<file path="config.mk">
export PLATFORM = sky130hd
export DESIGN_NAME = mem_seq
export DESIGN_NICKNAME = d
export VERILOG_FILES = /design/src/rtl/mem_seq.sv
export SDC_FILE = /design/constraint.sdc
export NUM_CORES = 1
export LEC_CHECK = 0
export ABC_AREA = 1
export BUFFER_PORTS_ARGS = -buffer_cell sky130_fd_sc_hd__buf_2
export CAP_MARGIN = 20
export CORE_ASPECT_RATIO = 0.8
export CORE_MARGIN = 1
export CORE_UTILIZATION = 50
export DETAILED_ROUTE_END_ITERATION = 10
export GPL_ROUTABILITY_DRIVEN = 0
export HOLD_SLACK_MARGIN = 0.12
export PLACE_DENSITY = 0.76
export SYNTH_ARGS = -nofsm -noshare
export SYNTH_HDL_FRONTEND = slang
export SYNTH_SLANG_ARGS = --single-unit
export TNS_END_PERCENT = 5
</file>
<file path="constraint.sdc">
create_clock -name clk -period 1.4 [get_ports clk]
set_input_delay 0.42 -clock clk [delete_from_list [all_inputs] [get_ports clk]]
set_output_delay 0.42 -clock clk [all_outputs]
set_load 0.01 [all_outputs]
</file>
<file path="src/rtl/mem_seq.sv">
// mem_seq: debounced button sequencer driving the 64x8 memory stage.
// Auto-scan of all RAM locations is compiled in when MEM_SEQ_SCAN_EN is defined.
module mem_seq #(
    parameter int DB_CYCLES  = 50000,
    parameter int SCAN_TICKS = 25000000
) (
    input  logic       clk,
    input  logic       rst,
    input  logic       btn_save,
    input  logic       btn_write,
    input  logic       btn_scan,
    input  logic [7:0] sw,
    input  logic       sw_show,
    output logic       save_data,
    output logic       write_en,
    output logic       show_reg,
    output logic [7:0] d_in,
    output logic       busy
);
`ifdef MEM_SEQ_SCAN_EN
    localparam int NB = 3;
    localparam int TW = SCAN_TICKS > 1 ? $clog2(SCAN_TICKS) : 1;
    localparam logic [TW-1:0] TK_MAX = TW'(SCAN_TICKS - 1);
    typedef enum logic [1:0] {IDLE, SAVE, WRITE, SCAN} state_t;
    logic [TW-1:0] tk_q, tk_d;
    logic [5:0] addr_q, addr_d;
    logic [NB-1:0] raw;
    assign raw = {btn_scan, btn_write, btn_save};
`else
    localparam int NB = 2;
    typedef enum logic [1:0] {IDLE, SAVE, WRITE} state_t;
    logic [NB-1:0] raw;
    logic unused_scan;
    assign raw = {btn_write, btn_save};
    assign unused_scan = btn_scan | (SCAN_TICKS < 1);
`endif
    localparam int CW = $clog2(DB_CYCLES);
    localparam logic [CW-1:0] DB_MAX = CW'(DB_CYCLES - 1);

    state_t state_q, state_d;
    logic [NB-1:0] s1_q, s2_q, lvl_q, lvl_d, press_q, press_d;
    logic [NB-1:0][CW-1:0] cnt_q, cnt_d;
    logic wr_pend_q, wr_pend_d, scan_nx;
    logic [5:0] addr_nx;
    logic save_data_q, save_data_d, write_en_q, write_en_d;
    logic show_reg_q, show_reg_d, busy_q, busy_d;
    logic [7:0] d_in_q, d_in_d;

    // A level flips only after DB_CYCLES consecutive mismatches; a rising flip is a press.
    always_comb begin
        for (int i = 0; i < NB; i++) begin
            lvl_d[i]   = lvl_q[i];
            press_d[i] = 1'b0;
            cnt_d[i]   = '0;
            if (s2_q[i] != lvl_q[i]) begin
                if (cnt_q[i] == DB_MAX) begin
                    lvl_d[i]   = s2_q[i];
                    press_d[i] = s2_q[i];
                end else begin
                    cnt_d[i] = cnt_q[i] + 1'b1;
                end
            end
        end
    end

    always_ff @(posedge clk or negedge rst) begin
        if (!rst) begin
            s1_q        <= '0;
            s2_q        <= '0;
            lvl_q       <= '0;
            press_q     <= '0;
            cnt_q       <= '0;
            state_q     <= IDLE;
            wr_pend_q   <= 1'b0;
            save_data_q <= 1'b0;
            write_en_q  <= 1'b0;
            show_reg_q  <= 1'b0;
            busy_q      <= 1'b0;
            d_in_q      <= 8'h00;
`ifdef MEM_SEQ_SCAN_EN
            tk_q        <= '0;
            addr_q      <= '0;
`endif
        end else begin
            s1_q        <= raw;
            s2_q        <= s1_q;
            lvl_q       <= lvl_d;
            press_q     <= press_d;
            cnt_q       <= cnt_d;
            state_q     <= state_d;
            wr_pend_q   <= wr_pend_d;
            save_data_q <= save_data_d;
            write_en_q  <= write_en_d;
            show_reg_q  <= show_reg_d;
            busy_q      <= busy_d;
            d_in_q      <= d_in_d;
`ifdef MEM_SEQ_SCAN_EN
            tk_q        <= tk_d;
            addr_q      <= addr_d;
`endif
        end
    end

    always_comb begin
        state_d   = state_q;
        wr_pend_d = wr_pend_q;
`ifdef MEM_SEQ_SCAN_EN
        tk_d      = tk_q;
        addr_d    = addr_q;
`endif
        case (state_q)
            IDLE: begin
                state_d   = press_q[0] ? SAVE : press_q[1] ? WRITE : IDLE;
                wr_pend_d = press_q[0] & press_q[1];
`ifdef MEM_SEQ_SCAN_EN
                if (press_q[2]) begin
                    state_d   = SCAN;
                    wr_pend_d = 1'b0;
                end
`endif
            end
            SAVE: begin
                state_d   = (wr_pend_q | press_q[1]) ? WRITE : IDLE;
                wr_pend_d = 1'b0;
            end
            WRITE: state_d = IDLE;
`ifdef MEM_SEQ_SCAN_EN
            SCAN: begin
                tk_d   = (tk_q == TK_MAX) ? '0 : tk_q + 1'b1;
                addr_d = (tk_q == TK_MAX) ? addr_q + 1'b1 : addr_q;
                if (press_q[2] || (tk_q == TK_MAX && addr_q == 6'd63)) begin
                    state_d = IDLE;
                    tk_d    = '0;
                    addr_d  = '0;
                end
            end
`endif
            default: state_d = IDLE;
        endcase
    end

    // Outputs are registered from the next state so each strobe aligns with its state.
    always_comb begin
`ifdef MEM_SEQ_SCAN_EN
        scan_nx = state_d == SCAN;
        addr_nx = addr_d;
`else
        scan_nx = 1'b0;
        addr_nx = '0;
`endif
        save_data_d = state_d == SAVE;
        write_en_d  = state_d == WRITE;
        busy_d      = scan_nx;
        show_reg_d  = scan_nx ? 1'b1 : (state_d == IDLE) ? sw_show : show_reg_q;
        d_in_d      = scan_nx ? {2'b00, addr_nx} :
                      (state_d == IDLE || state_q == IDLE) ? sw : d_in_q;
    end

    assign save_data = save_data_q;
    assign write_en  = write_en_q;
    assign show_reg  = show_reg_q;
    assign busy      = busy_q;
    assign d_in      = d_in_q;
endmodule

</file>
==> results of run 1 <==
## power groups by stage
stage	Clock, mW	Combinational (mW)	Sequential, mW
global placement	0	0.156	1.65
global route	0.959	0.189	1.62
finish	0.868	0.160	1.62
CTS	0.891	0.162	1.62
detailed placement	0	0.159	1.65
floorplan	0	0.0626	1.65
## per-layer routing
layer | part of all wire (%) | up-vias
li1 | - | 1063
met1 | 53 | 938
met2 | 42 | 46
met3 | 3.8 | 5
met4 | 1.0 | 0
met5 | 0 | -
## path summary, 6_finish.rpt
path / to / slack (ns) / depth (start not counted)
min: s1_q[1] / 0.21 / 1
max in group asynchronous: cnt_q[30] / 0.52 / 3
max: cnt_q[20] / 0.07 / 6
max reg2reg: cnt_q[20] / 0.07 / 6
min reg2reg: s2_q[0] / 0.36 / 0
min in group asynchronous: press_q[1] / 0.64 / 3
## layout make-up
cell class | count | share of cell area, %
well taps | 62 | 2.573
repair buffers | 30 | 6.058
clock buffers | 6 | 2.407
clock inverters | 2 | 0.4564
flip-flops and latches | 54 | 44.81
inverters | 44 | 5.477
multi-input cells | 220 | 38.22
## cells by family after synthesis
kind of cell	share of synthesized area (%)
simple gates	30.30
buf+inv	6.670
other cells	0.1408
fa+ha+maj	0.9393
compound gates	5.730
flops	50.73
xor+xnor	5.496
## stage by stage
| step | utilization (%) | setup WS [ns] |
|---|---|---|
| after floorplan | - | 0.1750 |
| after global placement | 57.29 | 0.09513 |
| after detailed placement | 57.29 | 0.05246 |
| after CTS | 59.19 | 0.03885 |
| after global routing | 59.54 | -0.01084 |
| final | 59.54 | 0.07207 |
## worst reg2reg max path: stages (launching register included)
cell     delay (ns)
dfrtp_1        0.39
ha_1           0.20
nand3_2        0.14
nor2_1         0.17
nand2_2        0.11
nand2_2        0.15
nor2_1         0.06
## repair_timing
| action | CTS | global route |
|---|---|---|
| buffers inserted | 0 | 0 |
| hold buffers | 1 | 0 |
| endpoints found under the hold margin | 54 | 0 |
| resized for setup | 0 | 5 |
| setup endpoints to repair | 0 | 18 |
## Yosys cell counts (all sizes together)
cell type	instances
inv	44
o211ai	1
xnor2	5
nor3	5
nand3b	1
a31oi	3
buf	2
o21bai	3
conb	1
dfrtp	54
nand4	5
xor2	10
ha	2
nand3	28
a21oi	3
nor2	70
a21o	1
nand2	69
o21ai	13
==> flow_summary_export.csv, run 1 <==
group,metric,value,unit
status,status,"finished clean",
worst_setup_path,worst-path-buf-inv,0,
yosys,syn_area,2664,sq um
timing,setup_violations,0,
pwr,switchingPower,0.6328,mW
routing,ant_nets,0,
worst_setup_path,worstPathArrival,1.53,ns
yosys,synth_area_leader_cell,"dfrtp_1",
routing,drc_errors,0,
floorplan,rows,23,
yosys,yosys.area.top_type_share,50.73,%
cts,clk_pin_slew,0.09,ns
timing,final_max_slew_viol_count,0,
yosys,synth_nets,336,
worst_hold_path,holdCritPathClass,"primary input to register",
worst_setup_path,crit_type,"register to register",
final_layout,final_cells,418,
yosys,synth_seq_cells,54,
pwr,p_seq_share,61.1,%
floorplan,die_h,67.29,microns
timing,holdWs,0.2106,ns
pwr,total_power,2.644,mW
yosys,synth_top_cells_by_area,"dfrtp_1, nand2_1, nor2_1, inv_1, nand3_1",
timing,hold_viol_final,0,
pwr,ir_drop,666.0,uV
grt,busiest_layer,"met2",
floorplan,coreArea,5065,sq um
final_layout,largest_reg_flops,32,
final_layout,fillCellCount,439,
yosys,yosysSeqAreaShare,50.73,%
floorplan,start_util,52.59,%
grt,grt-ovfl-total,0,
cts,cts_buffers,5,
worst_setup_path,cp-startpoint,"cnt_q[17]",
final_layout,top_register,"cnt_q",
place,hpwlAfterDp,3553,microns
floorplan,dieArea,5625,sq um
final_layout,drive_gt1_share,19.10,%
pwr,powerDensity,876.8,nW/um^2
worst_setup_path,cpPeakStageDelay,0.39,ns
timing,min_period,1.328,ns
routing,first_pass_iters,4,
place,portBuffers,23,
timing,min_period_over_period,94.85,%
grt,grt_max_degree,55,
pwr,p_sw_share,23.93,%
flow_run,drv_cap,0,
final_layout,postLayoutCellArea,3015,sq um
worst_setup_path,path_cells,"ha_1, nand3_2, nor2_1, nand2_2, nand2_2, nor2_1",
routing,drtIter0Drc,122,
routing,route.detailed.wl_per_inst,11.81,microns
final_layout,syn_to_final_growth,13.20,%
timing,clock_skew,0.01376,ns
routing,viasPerCell,4.909,
worst_setup_path,critPathMaxFanout,6,
routing,vias,2052,
worst_setup_path,cp_top_family,"simple AND/OR/NAND/NOR gates",
final_layout,mostFrequentLayoutCells,"nand2_1, nor2_1, dfrtp_1, inv_1",
timing,fmax,0.7531,GHz
worst_setup_path,start_kind,"register",
grt,grt_pass1_wl,8590,microns
pwr,combPwrFrac,6.1,%
grt,track_usage,19.62,%
final_layout,multi_input_area,1152,sq um
floorplan,dieWidth,83.61,microns
worst_setup_path,r2r_start,"cnt_q[17]",
timing,setup_tns,0,ns
yosys,ys_types,29,
grt,met3_usage,4.890,%
place,dpl.cell_count,409,
pwr,p_clk_share,32.8,%
grt,globalRouteMet1Util,28.13,%
cts,clock_sinks,54,
final_layout,n_antenna_cell,0,
yosys,synth_warnings,0,
worst_setup_path,end_kind,"register",
cts,cts_root_buffer,"clkbuf_8",
cts,clk_path_buf_depth,2,
pwr,internal_power,2.011,mW
yosys,syn_avg_cell_area,8.324,sq um
worst_setup_path,worstPathRequired,1.60,ns
grt,grt_pass1_vias,1881,
place,place_area,2902,sq um
pwr,p_leak,1.552,nW
routing,routed_wl,4936,microns
final_layout,regArea,1351,sq um
timing,rsz0062_at_grt,"true",
cts,cts_tree,"yes",
worst_setup_path,cp_slowest_cell,"dfrtp_1",
grt,antenna_found_initial,0,
worst_hold_path,min_from,"btn_write",
grt,met2_usage,29.07,%
cts,clock_latency,0.31,ns
yosys,synth_cells,320,
floorplan,pin_count,26,
cts,htreeDepth,2,
final_layout,fin_nets,371,
No activity file was read; power rests on OpenSTA's default activity.
==> run 2: changes to the inputs <==
--- a/config.mk
+++ b/config.mk
@@ -15,7 +15,9 @@
 export GPL_ROUTABILITY_DRIVEN = 0
 export HOLD_SLACK_MARGIN = 0.12
 export PLACE_DENSITY = 0.76
+export REMOVE_ABC_BUFFERS = 1
+export SETUP_SLACK_MARGIN = 0.4
 export SYNTH_ARGS = -nofsm -noshare
 export SYNTH_HDL_FRONTEND = slang
 export SYNTH_SLANG_ARGS = --single-unit
-export TNS_END_PERCENT = 5
+export TNS_END_PERCENT = 50
==> run 2 against run 1 <==
Cell area grew 16%. Power up 9.6%. Highest routed layer unchanged. Critical path type is now register to output pin. Register-to-register slack better by 0.06 ns. Global-route usage rose by 2.4 points. Largest cell class is now multi-input gates.
==> flow_summary_export.csv, run 2 (synthesis results as in run 1) <==
group,metric,value,unit
cts,clock_sinks,54,
timing,setup_violations,0,
worst_setup_path,cpPeakStageDelay,0.40,ns
pwr,ir_drop,662.3,uV
cts,cts_root_buffer,"clkbuf_8",
floorplan,rows,23,
status,status,"finished clean",
timing,setup_tns,0,ns
routing,viasPerCell,5.196,
floorplan,coreArea,5065,sq um
floorplan,start_util,52.59,%
worst_setup_path,start_kind,"register",
routing,vias,2281,
flow_run,drv_cap,0,
cts,cts_buffers,5,
routing,first_pass_iters,5,
cts,clk_pin_slew,0.10,ns
worst_hold_path,holdCritPathClass,"primary input to register",
place,hpwlAfterDp,3644,microns
cts,clock_latency,0.32,ns
final_layout,top_register,"cnt_q",
routing,ant_nets,0,
routing,drtIter0Drc,153,
timing,clock_skew,0.008342,ns
cts,htreeDepth,2,
cts,cts_tree,"yes",
timing,worst_slack,0.1237,ns
worst_setup_path,cp_top_family,"flip-flops",
grt,grt-ovfl-total,0,
worst_setup_path,worst-path-buf-inv,1,
final_layout,largest_reg_flops,32,
final_layout,final_common_cell,"nand2_1",
timing,fmax,0.7835,GHz
timing,hold_viol_final,0,
worst_setup_path,end_kind,"output pin",
final_layout,syn_to_final_growth,31.47,%
grt,track_usage,21.97,%
floorplan,dieArea,5625,sq um
routing,drc_errors,0,
worst_setup_path,path_cells,"buf_2",
timing,min_period_over_period,91.16,%
grt,grt_pass1_wl,9453,microns
routing,routed_wl,6147,microns
worst_setup_path,worstPathArrival,0.86,ns
pwr,p_leak,1.703,nW
floorplan,dieWidth,83.61,microns
floorplan,die_h,67.29,microns
final_layout,mostFrequentLayoutCells,"nand2_1, dfrtp_1, nor2_1, inv_1",
final_layout,fin_nets,392,
worst_setup_path,crit_type,"register to output pin",
grt,grt_pass1_vias,2067,
timing,min_period,1.276,ns
timing,rsz0062_at_grt,"true",
final_layout,drive_gt1_share,38.99,%
worst_setup_path,cp_slowest_cell,"dfrtp_1",
final_layout,n_antenna_cell,0,
grt,grt_max_degree,55,
cts,clk_path_buf_depth,2,
place,pre_cts_ws,0.02796,ns
routing,route.detailed.wl_per_inst,14.00,microns
floorplan,pin_count,26,
place,portBuffers,23,
worst_setup_path,critPathMaxFanout,2,
timing,final_max_slew_viol_count,0,
grt,antenna_found_initial,0,
pwr,powerDensity,827.6,nW/um^2
worst_setup_path,worstPathRequired,0.98,ns
[run 2: cell types whose count changed in the layout (fill, tap and decap cells not counted), sizes merged]
cell      change
buf          +21
bufinv        +1
clkbuf        -1
clkinv        -2
clkinvlp      +2
[run 2: area by class of cell]
type                    count  area, sq um
fillers                   360         1563
repair buffers             51        351.6
well taps                  62        77.57
multi-input cells         220         1428
inverters                  44        170.2
flip-flops and latches     54         1361
clock buffers               5        68.82
clock inverters             3        45.04
[run 2: per-stage QoR]
| step | cell area [sq um] | hold slack [ns] | cells | util [%] | power, mW |
|---|---|---|---|---|---|
| after floorplan | 2651 | 0.1244 | 318 | - | 1.714 |
| after global placement | 2902 | 0.3323 | 409 | 57.29 | 1.801 |
| after detailed placement | 2902 | 0.3355 | 409 | 57.29 | 1.809 |
| after CTS | 3277 | 0.1965 | 428 | 64.70 | 2.899 |
| after global routing | 3502 | 0.1977 | 439 | 69.15 | 3.012 |
| final | 3502 | 0.1996 | 439 | 69.15 | 2.898 |
[run 2: final timing paths]
path	slack, ns	cells after the start	end	start
min in group asynchronous	0.62	3	cnt_q[11]	rst
worst max-delay path	0.12	1	d_in[3]	d_in[3]
worst min-delay path	0.20	1	s1_q[0]	btn_save
worst min register to register	0.36	0	s2_q[1]	s1_q[1]
worst max register to register	0.13	6	cnt_q[17]	cnt_q[17]
max in group asynchronous	0.53	3	cnt_q[20]	rst
[run 2: power by group]
part / switching (mW) / internal (mW)
Combinational: 0.121 / 0.0906
Clock: 0.530 / 0.532
Sequential: 0.0329 / 1.59
[run 2: what timing repair did]
item / 4_1_cts / 5_1_grt
gates cloned: 0 / 1
hold endpoints to repair: 54 / 0
hold buffers: 1 / 0
setup endpoints to repair: 55 / 59
pin swaps: 21 / 12
setup buffers: 10 / 10
resized for setup: 45 / 48
[run 2: per-layer routing]
layer | routed length (microns) | vias to the layer above | track usage, % | share of wire (%)
li1 | - | 1100 | - | -
met1 | 2684 | 1112 | 28.40 | 44
met3 | 328 | 8 | 6.235 | 5.3
met2 | 3070 | 61 | 35.06 | 50
met5 | 0 | - | 0 | 0
met4 | 63 | 0 | 9.746 | 1.0
==> run 3: changes to the inputs <==
--- a/config.mk
+++ b/config.mk
@@ -15,7 +15,6 @@
 export GPL_ROUTABILITY_DRIVEN = 0
 export HOLD_SLACK_MARGIN = 0.12
 export PLACE_DENSITY = 0.76
-export REMOVE_ABC_BUFFERS = 1
 export SETUP_SLACK_MARGIN = 0.4
 export SYNTH_ARGS = -nofsm -noshare
 export SYNTH_HDL_FRONTEND = slang
==> run 3 against run 2 <==
Global-route usage decreased by 1.8 points. Fmax increased by 0.50%. Clock-buffer cell count increased by 1. Power increased by 3.1%. Sequential share of layout area decreased by 1.1 points. Largest cell class unchanged.
==> flow_summary_export.csv, run 3 (synthesis results as in run 1) <==
group,metric,value,unit
status,status,"finished clean",
worst_hold_path,min_path_cells,1,
floorplan,dieArea,5625,sq um
routing,ant_nets,0,
floorplan,rows,23,
worst_setup_path,end_kind,"output pin",
worst_setup_path,start_kind,"register",
final_layout,regArea,1366,sq um
worst_setup_path,r2r_cells,6,
final_layout,final_cells,451,
place,hpwlAfterDp,3562,microns
place,place_area,2962,sq um
floorplan,dieWidth,83.61,microns
timing,worst_slack,0.1301,ns
pwr,ir_drop,555.6,uV
flow_run,drv_cap,0,
final_layout,postLayoutCellArea,3613,sq um
worst_hold_path,hold_path_end,"s1_q[1]",
grt,grt_pass1_wl,8742,microns
final_layout,largest_reg_flops,32,
floorplan,die_h,67.29,microns
timing,min_period_over_period,90.71,%
worst_hold_path,min_from,"btn_write",
worst_setup_path,cp_top_family,"flip-flops",
timing,clock_skew,0.01071,ns
cts,cts_buffers,5,
timing,final_max_slew_viol_count,0,
final_layout,fin_util,71.34,%
routing,first_pass_iters,5,
final_layout,syn_to_final_growth,35.65,%
routing,vias,2333,
timing,setup_tns,0,ns
timing,rsz0062_at_grt,"true",
routing,drc_errors,0,
timing,hold_viol_final,0,
final_layout,n_antenna_cell,0,
worst_setup_path,worst-path-buf-inv,1,
grt,antenna_found_initial,0,
grt,grt_pass1_vias,1900,
grt,grt_max_degree,55,
final_layout,final_common_cell,"nand2_1",
floorplan,coreArea,5065,sq um
worst_setup_path,cpPeakStageDelay,0.39,ns
final_layout,fin_nets,404,
cts,clk_path_buf_depth,2,
final_layout,fillCellCount,343,
worst_setup_path,cp_slowest_cell,"dfrtp_1",
final_layout,top_register,"cnt_q",
worst_setup_path,reg2reg_to,"lvl_q[1]",
cts,clk_pin_slew,0.11,ns
routing,routed_wl,6131,microns
worst_setup_path,critPathMaxFanout,2,
final_layout,mostFrequentLayoutCells,"nand2_1, nor2_1, dfrtp_1, inv_1, buf_4",
timing,setup_violations,0,
floorplan,pin_count,26,
grt,grt-ovfl-total,0,
final_layout,multi_input_area,1443,sq um
routing,route.detailed.wl_per_inst,13.59,microns
place,portBuffers,23,
worst_setup_path,crit_type,"register to output pin",
grt,track_usage,20.18,%
place,dpl.cell_count,407,
worst_setup_path,path_cells,"buf_2",
place,pre_cts_ws,0.08025,ns
timing,min_period,1.270,ns
cts,cts_root_buffer,"clkbuf_8",
cts,htreeDepth,2,
timing,fmax,0.7874,GHz
pwr,powerDensity,827.3,nW/um^2
worst_setup_path,r2r_slack,0.14,ns
floorplan,start_util,52.59,%
worst_setup_path,worstPathArrival,0.85,ns
cts,clock_sinks,54,
worst_hold_path,holdCritPathClass,"primary input to register",
routing,drtIter0Drc,161,
worst_setup_path,worstPathRequired,0.98,ns
worst_setup_path,r2r_start,"cnt_q[16]",
final_layout,drive_gt1_share,39.59,%
pwr,p_leak,1.779,nW
routing,viasPerCell,5.173,
cts,cts_tree,"yes",
cts,clock_latency,0.32,ns
-- run 3: through the flow --
step	hold WS [ns]	total power, mW
5_1_grt	0.1966	3.097
4_1_cts	0.1909	2.950
6_report	0.2006	2.989
3_3_place_gp	0.3316	1.812
3_5_place_dp	0.3371	1.818
2_1_floorplan	0.1244	1.731
-- run 3: report_power, final --
group | switching (mW) | internal (mW)
clock network | 0.532 | 0.589
logic | 0.126 | 0.114
registers | 0.0354 | 1.59
total | 0.693 | 2.30
-- run 3: final cells by class --
type / count / share of cell area (%)
Multi-Input combinational cell: 220 / 39.92
Sequential cell: 54 / 37.81
Timing Repair Buffer: 63 / 12.12
Inverter: 44 / 4.640
Clock buffer: 6 / 2.285
Tap cell: 62 / 2.147
Clock inverter: 2 / 1.073
-- run 3: worst max-delay path by stage --
| stage | slack (ns) | cells past startpoint | to | from |
|---|---|---|---|---|
| finish | 0.13 | 1 | show_reg | show_reg |
| global route | 0.09 | 6 | lvl_q[1] | cnt_q[20] |
| CTS | 0.13 | 1 | save_data | save_data |
| detailed placement | 0.08 | 6 | cnt_q[17] | cnt_q[17] |
| global placement | 0.12 | 6 | cnt_q[16] | cnt_q[16] |
| floorplan | 0.25 | 6 | cnt_q[16] | cnt_q[16] |
-- run 3: routing by layer --
layer	up-vias	wire length, microns	GRT usage, %
met2	91	2947	31.20
met1	1098	2722	27.82
met5	-	0	0
met4	0	83	9.110
met3	8	377	4.156
li1	1136	-	-
-- run 3: repair_timing --
action / 4_1_cts / 5_1_grt
hold buffers: 1 / 0
cloned: 0 / 0
setup endpoints to repair: 54 / 56
gates resized for setup: 15 / 57
buffers inserted: 16 / 19
pin swaps: 7 / 20
endpoints found under the hold margin: 54 / 0
